===== src/rtl/instruction_fetch.sv =====
// Fetch stage: issues sequential word fetches on a valid/ready port, buffers in-order
// responses in a prefetch FIFO and discards stale responses after a branch redirect.
module instruction_fetch #(
  parameter logic [31:0] RESET_PC   = 32'h0000_0000,
  parameter int unsigned FIFO_DEPTH = 4
) (
  input  logic        Clock,
  input  logic        Reset_n,
  input  logic        Redirect,
  input  logic [31:0] RedirectPC,
  output logic        MemReqValid,
  output logic [31:0] MemReqAddr,
  input  logic        MemReqReady,
  input  logic        MemRespValid,
  input  logic [31:0] MemRespData,
  output logic [31:0] Opcode,
  output logic [31:0] OpcodePC,
  output logic        OpcodeValid,
  input  logic        OpcodeReady
);

  localparam int unsigned AW = (FIFO_DEPTH > 1) ? $clog2(FIFO_DEPTH) : 1;
  localparam int unsigned CW = AW + 1;

  localparam logic [AW-1:0] PTR_ONE  = AW'(32'd1);
  localparam logic [CW-1:0] CNT_ONE  = CW'(32'd1);
  localparam logic [CW-1:0] CNT_ZERO = CW'(32'd0);
  localparam logic [CW:0]   DEPTH_C  = (CW + 1)'(FIFO_DEPTH);

  typedef enum logic [0:0] {
    ST_RUN   = 1'b0,
    ST_DRAIN = 1'b1
  } state_t;

  state_t        state_q, state_d;
  logic [31:0]   fetch_pc_q, fetch_pc_d;
  logic          req_valid_q, req_valid_d;
  logic          opcode_valid_q, opcode_valid_d;
  logic [CW-1:0] inflight_q, inflight_d;
  logic [CW-1:0] stale_q, stale_d;
  logic [CW-1:0] count_q, count_d;
  logic [AW-1:0] wr_ptr_q, wr_ptr_d;
  logic [AW-1:0] rd_ptr_q, rd_ptr_d;
  logic [AW-1:0] aq_wr_q, aq_wr_d;
  logic [AW-1:0] aq_rd_q, aq_rd_d;

  logic [31:0]   fifo_data_q [FIFO_DEPTH];
  logic [31:0]   fifo_pc_q   [FIFO_DEPTH];
  logic [31:0]   aq_pc_q     [FIFO_DEPTH];

  logic          accept_s;
  logic          resp_s;
  logic          push_s;
  logic          pop_s;
  logic [CW:0]   credit_used_s;
  logic          redirect_pc_unused_s;

  assign redirect_pc_unused_s = ^RedirectPC[1:0];

  // A response with nothing outstanding is a memory protocol error and is ignored.
  assign accept_s = req_valid_q & MemReqReady;
  assign resp_s   = MemRespValid & (inflight_q != CNT_ZERO);
  assign push_s   = resp_s & (state_q == ST_RUN) & (stale_q == CNT_ZERO) & ~Redirect;
  assign pop_s    = opcode_valid_q & OpcodeReady & ~Redirect;

  always_comb begin
    fetch_pc_d = fetch_pc_q;
    if (Redirect) begin
      fetch_pc_d = {RedirectPC[31:2], 2'b00};
    end else if (accept_s) begin
      fetch_pc_d = fetch_pc_q + 32'd4;
    end else begin
      fetch_pc_d = fetch_pc_q;
    end
  end

  always_comb begin
    inflight_d = inflight_q;
    aq_wr_d    = accept_s ? (aq_wr_q + PTR_ONE) : aq_wr_q;
    aq_rd_d    = resp_s ? (aq_rd_q + PTR_ONE) : aq_rd_q;
    if (accept_s && !resp_s) begin
      inflight_d = inflight_q + CNT_ONE;
    end else if (!accept_s && resp_s) begin
      inflight_d = inflight_q - CNT_ONE;
    end else begin
      inflight_d = inflight_q;
    end
  end

  always_comb begin
    wr_ptr_d = wr_ptr_q;
    rd_ptr_d = rd_ptr_q;
    count_d  = count_q;
    if (Redirect) begin
      wr_ptr_d = '0;
      rd_ptr_d = '0;
      count_d  = CNT_ZERO;
    end else begin
      wr_ptr_d = push_s ? (wr_ptr_q + PTR_ONE) : wr_ptr_q;
      rd_ptr_d = pop_s ? (rd_ptr_q + PTR_ONE) : rd_ptr_q;
      case ({push_s, pop_s})
        2'b10:   count_d = count_q + CNT_ONE;
        2'b01:   count_d = count_q - CNT_ONE;
        default: count_d = count_q;
      endcase
    end
  end

  // Every request outstanding at a redirect (including one accepted that cycle) is stale.
  always_comb begin
    state_d = state_q;
    stale_d = stale_q;
    case (state_q)
      ST_RUN: begin
        if (Redirect) begin
          stale_d = inflight_d;
          state_d = (inflight_d != CNT_ZERO) ? ST_DRAIN : ST_RUN;
        end else begin
          stale_d = CNT_ZERO;
          state_d = ST_RUN;
        end
      end
      ST_DRAIN: begin
        if (resp_s && (stale_q != CNT_ZERO)) begin
          stale_d = stale_q - CNT_ONE;
        end else begin
          stale_d = stale_q;
        end
        state_d = (stale_d == CNT_ZERO) ? ST_RUN : ST_DRAIN;
      end
      default: begin
        state_d = ST_RUN;
        stale_d = CNT_ZERO;
      end
    endcase
  end

  always_comb begin
    credit_used_s  = {1'b0, inflight_d} + {1'b0, count_d};
    req_valid_d    = (state_d == ST_RUN) && (credit_used_s < DEPTH_C);
    opcode_valid_d = (count_d != CNT_ZERO);
  end

  always_ff @(posedge Clock or negedge Reset_n) begin
    if (!Reset_n) begin
      state_q        <= ST_RUN;
      fetch_pc_q     <= RESET_PC;
      req_valid_q    <= 1'b0;
      opcode_valid_q <= 1'b0;
      inflight_q     <= CNT_ZERO;
      stale_q        <= CNT_ZERO;
      count_q        <= CNT_ZERO;
      wr_ptr_q       <= '0;
      rd_ptr_q       <= '0;
      aq_wr_q        <= '0;
      aq_rd_q        <= '0;
    end else begin
      state_q        <= state_d;
      fetch_pc_q     <= fetch_pc_d;
      req_valid_q    <= req_valid_d;
      opcode_valid_q <= opcode_valid_d;
      inflight_q     <= inflight_d;
      stale_q        <= stale_d;
      count_q        <= count_d;
      wr_ptr_q       <= wr_ptr_d;
      rd_ptr_q       <= rd_ptr_d;
      aq_wr_q        <= aq_wr_d;
      aq_rd_q        <= aq_rd_d;
    end
  end

  // The address queue pairs each in-order response with the address that requested it.
  always_ff @(posedge Clock or negedge Reset_n) begin
    if (!Reset_n) begin
      for (int i = 0; i < FIFO_DEPTH; i++) begin
        fifo_data_q[i] <= 32'h0000_0000;
        fifo_pc_q[i]   <= 32'h0000_0000;
        aq_pc_q[i]     <= 32'h0000_0000;
      end
    end else begin
      if (push_s) begin
        fifo_data_q[wr_ptr_q] <= MemRespData;
        fifo_pc_q[wr_ptr_q]   <= aq_pc_q[aq_rd_q];
      end
      if (accept_s) begin
        aq_pc_q[aq_wr_q] <= fetch_pc_q;
      end
    end
  end

  assign MemReqValid = req_valid_q;
  assign MemReqAddr  = fetch_pc_q;
  assign OpcodeValid = opcode_valid_q;
  assign Opcode      = fifo_data_q[rd_ptr_q];
  assign OpcodePC    = fifo_pc_q[rd_ptr_q];

endmodule


===== config.mk =====
export PLATFORM = sky130hd
export DESIGN_NAME = instruction_fetch
export DESIGN_NICKNAME = d
export VERILOG_FILES = /design/src/rtl/instruction_fetch.sv
export SDC_FILE = /design/constraint.sdc
export NUM_CORES = 1
export LEC_CHECK = 0
export BUFFER_PORTS_ARGS = -buffer_cell sky130_fd_sc_hd__buf_2
export CORE_UTILIZATION = 55
export CTS_BUF_LIST = sky130_fd_sc_hd__clkbuf_4 sky130_fd_sc_hd__clkbuf_8
export DETAILED_ROUTE_END_ITERATION = 8
export HOLD_SLACK_MARGIN = 0.12
export PLACE_DENSITY_LB_ADDON = 0.3
export REMOVE_ABC_BUFFERS = 1
export SYNTH_ARGS = -nofsm -noshare
export SYNTH_HDL_FRONTEND = slang
export SYNTH_SLANG_ARGS = --single-unit
export TNS_END_PERCENT = 10

===== constraint.sdc =====
create_clock -name Clock -period 3.8 [get_ports Clock]
set_input_delay 0.57 -clock Clock [delete_from_list [all_inputs] [get_ports Clock]]
set_output_delay 0.57 -clock Clock [all_outputs]
set_load 0.1 [all_outputs]

=== Yosys cells after proc, flatten, opt, wreduce, memory -nomap -nowiden ===
Cells that the tools add are included.

* Output and inout bits: 98
* Register bits after elaboration: 436

* Mux-type cells: 34
* Magnitude comparators: 7
* $add $sub $neg: 11
* Reduce and logical (&&, ||, !) cells: 17
* Equality and inequality tests: 2
* Bitwise gates (word level): 14

{| class="wikitable"
|+ Operators by type and width
! operator !! number
|-
| $bwmux 128 || 3
|-
| $mux 32 || 10
|-
| $bmux 32 s2 || 3
|-
| $demux 32 s2 || 2
|-
| $add 32x3->32 const B || 1
|-
| $mux 3 || 6
|-
| $ge 3x3->1 const B || 4
|-
| $not 2->3 || 4
|-
| $pmux 3 s2 || 2
|-
| $reduce_bool 3->1 || 4
|-
| $sub 3x1->3 const B || 3
|-
| $add 2x1->2 const B || 4
|-
| $mux 2 || 4
|-
| $and 1x1->1 || 7
|-
| $add 3x1->3 const B || 2
|-
| $logic_and 1x1->1 || 6
|-
| $logic_not 3->1 || 2
|-
| $lt 3x1->1 const B || 2
|-
| $reduce_bool 2->1 || 3
|-
| $add 3x3->4 || 1
|-
| $lt 4x3->1 const B || 1
|-
| $mux 1 || 3
|-
| $not 1->1 || 3
|-
| $eq 2x1->1 const B || 1
|-
| 3 further kinds || 4
|}

=== Longest topological paths before layout ===
* Word-level depth: 11
* Depth in mapped cells: 15
* Mapped depth without buffers: 15

=== Least setup slack after synthesis ===
OpenSTA, ideal clock, no wires.

* Path type: reg-to-reg
* Start point: reg inflight_q[0]
* End point: reg req_valid_q, in the netlist MemReqValid
* Path buffers: 0
* Library setup time: 99 ps
* Setup slack: 127 ps
* Arrival time: 3574 ps
* Stages on the path, launching flop included: 16
* Clock period less this slack: 3673 ps
* Path through: dfrtp_1 > inv_1 > ha_1 > nor2b_1 > or4_4 > nor2_8 > inv_1 > ha_1 > fa_1 > xnor2_1 > nor2_1 > xnor2_1 > nor2_1 > ha_1 > or3_1 > a311oi_1

* Cells in the longest elaborated chain, start to end: 11
* Elaborated cells between the ends (all ways): 29
* Classes of those cells: add/sub (3); order compare (1); eq/ne (2); mux (10); bitwise (5); reduce/logical (8)

{| class="wikitable"
|+ Ends and longest elaborated chain
! item !! line !! text
|-
| start: declaration || 39 || <nowiki>logic [CW-1:0] inflight_q, inflight_d;</nowiki>
|-
| start signal: assignment || 162 || <nowiki>inflight_q <= inflight_d;</nowiki>
|-
| $reduce_bool 3->1 (*) || 62 || <nowiki>assign resp_s = MemRespValid & (inflight_q != CNT_ZERO);</nowiki>
|-
| $and 1x1->1 (*) || 62 ||
|-
| $and 1x1->1 (*) (3 in a row) || 63 || <nowiki>assign push_s = resp_s & (state_q == ST_RUN) & (stale_q == CNT_ZERO) & ~Redirect;</nowiki>
|-
| $eq 2x1->1 or $eq 2x2->1 (tied branches) || 101 || <nowiki>case ({push_s, pop_s})</nowiki>
|-
| $pmux 3 s2 (*) || 101 ||
|-
| $mux 3 (*) || 94 || <nowiki>if (Redirect) begin</nowiki>
|-
| via count_d[2] || 41 || <nowiki>logic [CW-1:0] count_q, count_d;</nowiki>
|-
| $add 3x3->4 (*) || 139 || <nowiki>credit_used_s = {1'b0, inflight_d} + {1'b0, count_d};</nowiki>
|-
| $lt 4x3->1 (*) || 140 || <nowiki>req_valid_d = (state_d == ST_RUN) && (credit_used_s < DEPTH_C);</nowiki>
|-
| $logic_and 1x1->1 (*) || 140 ||
|-
| via req_valid_d || 37 || <nowiki>logic req_valid_q, req_valid_d;</nowiki>
|-
| end signal: assignment || 160 || <nowiki>req_valid_q <= req_valid_d;</nowiki>
|-
| end: declaration || 37 ||
|}

The timed path passes the listed nets; every way through them passes the cells marked *. The select of a mux whose other input is x is not followed.
A chain may end at the register's enable or synchronous reset.

=== Worst setup path after layout ===
* Start point: reg inflight_q[1]
* End point: reg req_valid_q, in the netlist MemReqValid

Same word-level chain as after synthesis.

==> impl_summary.md <==
Run status
The run finished, with violations left. The checks that failed: design-rule violations.

Floorplan
The area of the core is approximately 0.036 mm². 168 I/O pins were placed. From left edge to right edge, the die measures 192.9 µm. After floorplanning, the core was divided into 69 placement rows. The area enclosed by the die boundary is 0.03723 mm². The die height is 192.9 µm. The initial utilization of the core area, before any placement, comes to 56.11%.

Finish
The final non-filler cell total is 1920. In the final layout, the multi-input gates occupy 0.008832 mm². The total number of nets in the final design is 1496. The share of the core filled with cells is 63.34%.

Across the whole layout, storage elements account for 0.01047 mm². The final antenna diode count is 0. The finished cells cover 0.02264 mm². The share of cells above drive strength 1 is 54.28%. The number of inserted filler cells in the final layout is around 2.7k.

The area growth from synthesis to layout is 12.89%.

Power and ir drop
In this run the static leakage power is 11.28 nW. The cell internal power dissipation is 10.88 mW. The analysis attributes to net switching a power of 6.835 mW.

Per report_power, the clock group accounts for 24.3% of the total. Across the VDD grid, the largest voltage drop is 508.6 µV. Net switching is 38.59% of the power. The total power after layout is 17.71 mW. Power spread over the standard cell area amounts to 782.3 mW/mm².

Per report_power, the sequential group accounts for 36.8% of the total. The combinational group share of total power is 38.9%.

Worst setup path
The data arrival at the endpoint of the critical path is 4.03 ns. Counting cells, the worst reg-to-reg path comes to 15. Counting stages on the worst path, the most repeated cell is sky130_fd_sc_hd__ha_1. Data on the critical path is required at its endpoint by 4.30 ns.

STA classifies the critical path startpoint as a flip-flop. Along the worst path, the maximum fanout reaches 6. The endpoint identified for the worst register-to-register timing path is MemReqValid$_DFF_PN0_. The critical path class is reg2reg.

The critical path goes through inv_1 -> ha_1 -> nor2b_2 -> or4_4 -> nor2_8 -> inv_1 -> ha_1 -> fa_2 -> xnor2_1 -> nor2_1 -> xnor2_1 -> nor2_1 -> ha_1 -> or3_1 -> a311oi_1. In this design, the stage delay of the slowest critical-path cell is a little under 0.6 ns. The library cell contributing the largest single delay on the critical path is sky130_fd_sc_hd__or4_4. The startpoint of the lowest-slack register-to-register path is inflight_q[1]$_DFF_PN0_.

The worst setup path is captured at a flip-flop. The minimum setup slack among reg-to-reg paths is 0.26 ns.

Global route
The initial antenna violation count is 0. Entering global routing, the biggest net connects about 110 pins. The total global-route track usage is 23.83%. After global routing the overflow that remains totals 0. The number of global-route vias before repair is between 10k and 15k. The global-route wire length before repair is slightly below 70000 µm.

Yosys
The number of different library cells in the post-synthesis netlist is 52. Ranked by total cell area, the synthesized netlist is headed by sky130_fd_sc_hd__dfrtp_1, sky130_fd_sc_hd__mux2_4, sky130_fd_sc_hd__mux4_2. The cell area after synthesis is 0.02005 mm². The count of mapped cells out of synthesis is 1220.

The area share of the leading cell type in the synthesized netlist is 52.16%. The count of warnings emitted by yosys is 0. For this run, the leading register cell type out of synthesis is sky130_fd_sc_hd__dfrtp_1. The library cell occupying the most area in the post-synthesis netlist is sky130_fd_sc_hd__dfrtp_1.

Yosys mapped a number of flops with a built-in enable equal to 0. The share of async-settable or async-resettable flops after synthesis is 100.0%. In this run, synthesis produced a sequential element count of 418. The fraction of the yosys area taken by sequential cells is between 50% and 60%. The average footprint of a synthesized cell is 16.44 µm².

CTS
The maximum level of the CTS H-tree is 3. The clock sink count is 418. The CTS root buffer is sky130_fd_sc_hd__clkbuf_8. The clock insertion delay at the later pin of the skew report is just over 0.6 ns. The clock slew at the register clock pins of the worst setup and hold paths is 0.06 ns. The number of buffers on the longest clock path is 3. The clock tree from TritonCTS is done. The TritonCTS buffer count is approximately 70.

Timing
The final critical path takes up 93.07% of the cycle. The number of max-slew violations in the final report came to 0. Headroom to the max-slew limit came out at ~42%. Final hold analysis gives a worst-case slack of around 0.17 ns. The slack of the critical path is about 0.26 ns. After layout, the minimum clock period comes to between 3 and 4 ns. The worst-margin pin slew is between 0.8 and 0.9 ns. The worst clock skew is 0.02517 ns. Setup violations remaining at the end of the flow were counted as 0. For this run, the top clock speed supported by timing is ~280 MHz. The hold violation total from the final report is 0. The setup total negative slack is 0 ns.

Place
The HPWL after detailed placement is 25050 µm. After detailed placement, the design holds a cell count of ~1.8k. Buffers placed on the I/O ports in this run total 161.

OpenSTA, run right after detailed placement, puts the worst setup slack at 0.1750 ns. The congestion estimate from routability-driven global placement came to 0.7922. After detailed placement, the total cell area comes to between 0.02 and 0.025 mm².

Route
The number of design-rule violations left by the first detailed-router iteration is ~510. The first-pass detailed-route iteration total is 7. The count of nets left with antenna violations once routing finished came out at 0.

The average wire length per cell after detail routing is 22.04 µm. The via total after detailed routing is 11.07k. In the routed layout, each cell is associated on average with a via count of 5.763. The final wirelength is between 40000 and 50000 µm. The final routed DRC violation total is 18.

Worst hold path
The path class of the lowest-slack min-delay path is in2reg. The worst hold path depth is 3. The startpoint identified for the worst hold timing path is RedirectPC[11]. For hold timing, the worst endpoint is MemReqAddr[11]$_DFFE_PN0N_.

Job
Across the run, the number of max-cap violations was 0.
registers in the layout, summed over array words and instances (netlist names):
name / count
state_q: 1
MemReqAddr: 30
wr_ptr_q: 2
count_q: 3
stale_q: 3
aq_pc_q: 120
aq_wr_q: 2
inflight_q: 3
OpcodeValid: 1
aq_rd_q: 2
fifo_data_q: 128
MemReqValid: 1
rd_ptr_q: 2
fifo_pc_q: 120
cells by family after synthesis:
logic type | after synthesis | share of synthesized area (%)
flip-flops | 418 | 52.16
adder cells (fa/ha/maj) | 18 | 1.161
AND/OR/NAND/NOR | 134 | 3.781
AO/OA/AOI/OAI | 48 | 1.448
XOR/XNOR | 39 | 1.703
buffers and inverters | 95 | 3.875
multiplexers | 467 | 35.85
other | 1 | 0.01870
synth_stat cells, drive strengths merged, types with 14 or more instances:
| library cell | count |
|---|---|
| buf | 45 |
| clkbuf | 40 |
| dfrtp | 418 |
| ha | 17 |
| mux2 | 370 |
| mux4 | 92 |
| nand2 | 55 |
| nand3 | 14 |
| nor2 | 14 |
| o21ai | 31 |
| xnor2 | 21 |
| xor2 | 18 |
cells in the final DEF (no fill, tap or decap), types with 4 or more instances in the layout:
master	netlist	final
sky130_fd_sc_hd__dfrtp_1	418	414
sky130_fd_sc_hd__nor2_1	13	13
sky130_fd_sc_hd__inv_1	9	9
sky130_fd_sc_hd__dlygate4sd3_1	0	6
sky130_fd_sc_hd__clkbuf_8	0	100
sky130_fd_sc_hd__buf_4	4	23
sky130_fd_sc_hd__nor3_1	5	5
sky130_fd_sc_hd__mux2_4	240	240
sky130_fd_sc_hd__o21ai_0	31	31
sky130_fd_sc_hd__nor4_1	8	8
sky130_fd_sc_hd__nand3_1	14	14
sky130_fd_sc_hd__clkinv_2	0	6
sky130_fd_sc_hd__xor2_1	18	18
sky130_fd_sc_hd__mux2_2	130	130
sky130_fd_sc_hd__and3_1	7	7
sky130_fd_sc_hd__nand2_1	51	51
sky130_fd_sc_hd__nand2_8	4	4
sky130_fd_sc_hd__conb_1	1	4
sky130_fd_sc_hd__buf_12	24	6
sky130_fd_sc_hd__and4_1	7	7
sky130_fd_sc_hd__xnor2_1	21	21
sky130_fd_sc_hd__nand4_1	8	8
sky130_fd_sc_hd__mux2i_1	5	5
sky130_fd_sc_hd__buf_2	4	160
sky130_fd_sc_hd__clkbuf_4	0	18
sky130_fd_sc_hd__mux4_2	92	92
sky130_fd_sc_hd__ha_1	17	17
per-layer routing:
| layer | track usage (%) | vias to the layer above | wire, µm | share of wire (%) |
|---|---|---|---|---|
| li1 | - | 4852 | - | - |
| met2 | 37.74 | 253 | 20140 | 48 |
| met3 | 5.122 | 69 | 1988 | 4.7 |
| met4 | 8.113 | 0 | 961 | 2.3 |
| met1 | 32.82 | 5891 | 19230 | 45 |
| met5 | 0 | - | 0 | 0 |
timing repair:
action	in CTS	in global routing
buffers inserted	0	2
resized for setup	0	3
hold buffers	6	0
endpoints found under the setup margin	0	1
endpoints found under the hold margin	103	0
critical path, delay by kind of cell (launching register included):
| family | cells | cell delay (ns) |
|---|---|---|
| DFF | 1 | 0.39 |
| buffers and inverters | 2 | 0.11 |
| xor gates and xnor gates | 2 | 0.34 |
| adders and majority gates | 4 | 1.04 |
| and+or+nand+nor | 6 | 1.35 |
| AOI/OAI and AO/OA | 1 | 0.19 |
cell type report:
| cell class | count | area share [%] |
|---|---|---|
| Sequential cell | 418 | 46.25 |
| Multi-Input combinational cell | 710 | 39.02 |
| Clock buffer | 118 | 6.677 |
| Timing Repair Buffer | 196 | 5.162 |
| Tap cell | 461 | 2.548 |
| Inverter | 10 | 0.1769 |
| Clock inverter | 7 | 0.1713 |
power by group through the flow:
stage                     logic [mW]  registers [mW]  clock network [mW]
after detailed placement        6.92            6.55                   0
after floorplan                 5.39            6.67                   0
after global routing            7.28            6.68                4.63
after global placement          6.79            6.50                   0
after CTS                       6.93            6.51                4.43
final                           6.89            6.51                4.30
worst max path at each step:
stage | slack (ns) | to | depth (start not counted) | start
2_1_floorplan | -0.18 | OpcodePC[23] | 1 | rd_ptr_q[0]$_DFFE_PN0P_
3_3_place_gp | 0.19 | MemReqValid$_DFF_PN0_ | 15 | inflight_q[1]$_DFF_PN0_
3_5_place_dp | 0.17 | MemReqValid$_DFF_PN0_ | 15 | inflight_q[1]$_DFF_PN0_
4_1_cts | 0.16 | MemReqValid$_DFF_PN0_ | 15 | inflight_q[1]$_DFF_PN0_
5_1_grt | -0.004 | MemReqValid$_DFF_PN0_ | 15 | inflight_q[1]$_DFF_PN0_
6_report | 0.26 | MemReqValid$_DFF_PN0_ | 15 | inflight_q[1]$_DFF_PN0_
(Power assumes the default switching activity.)
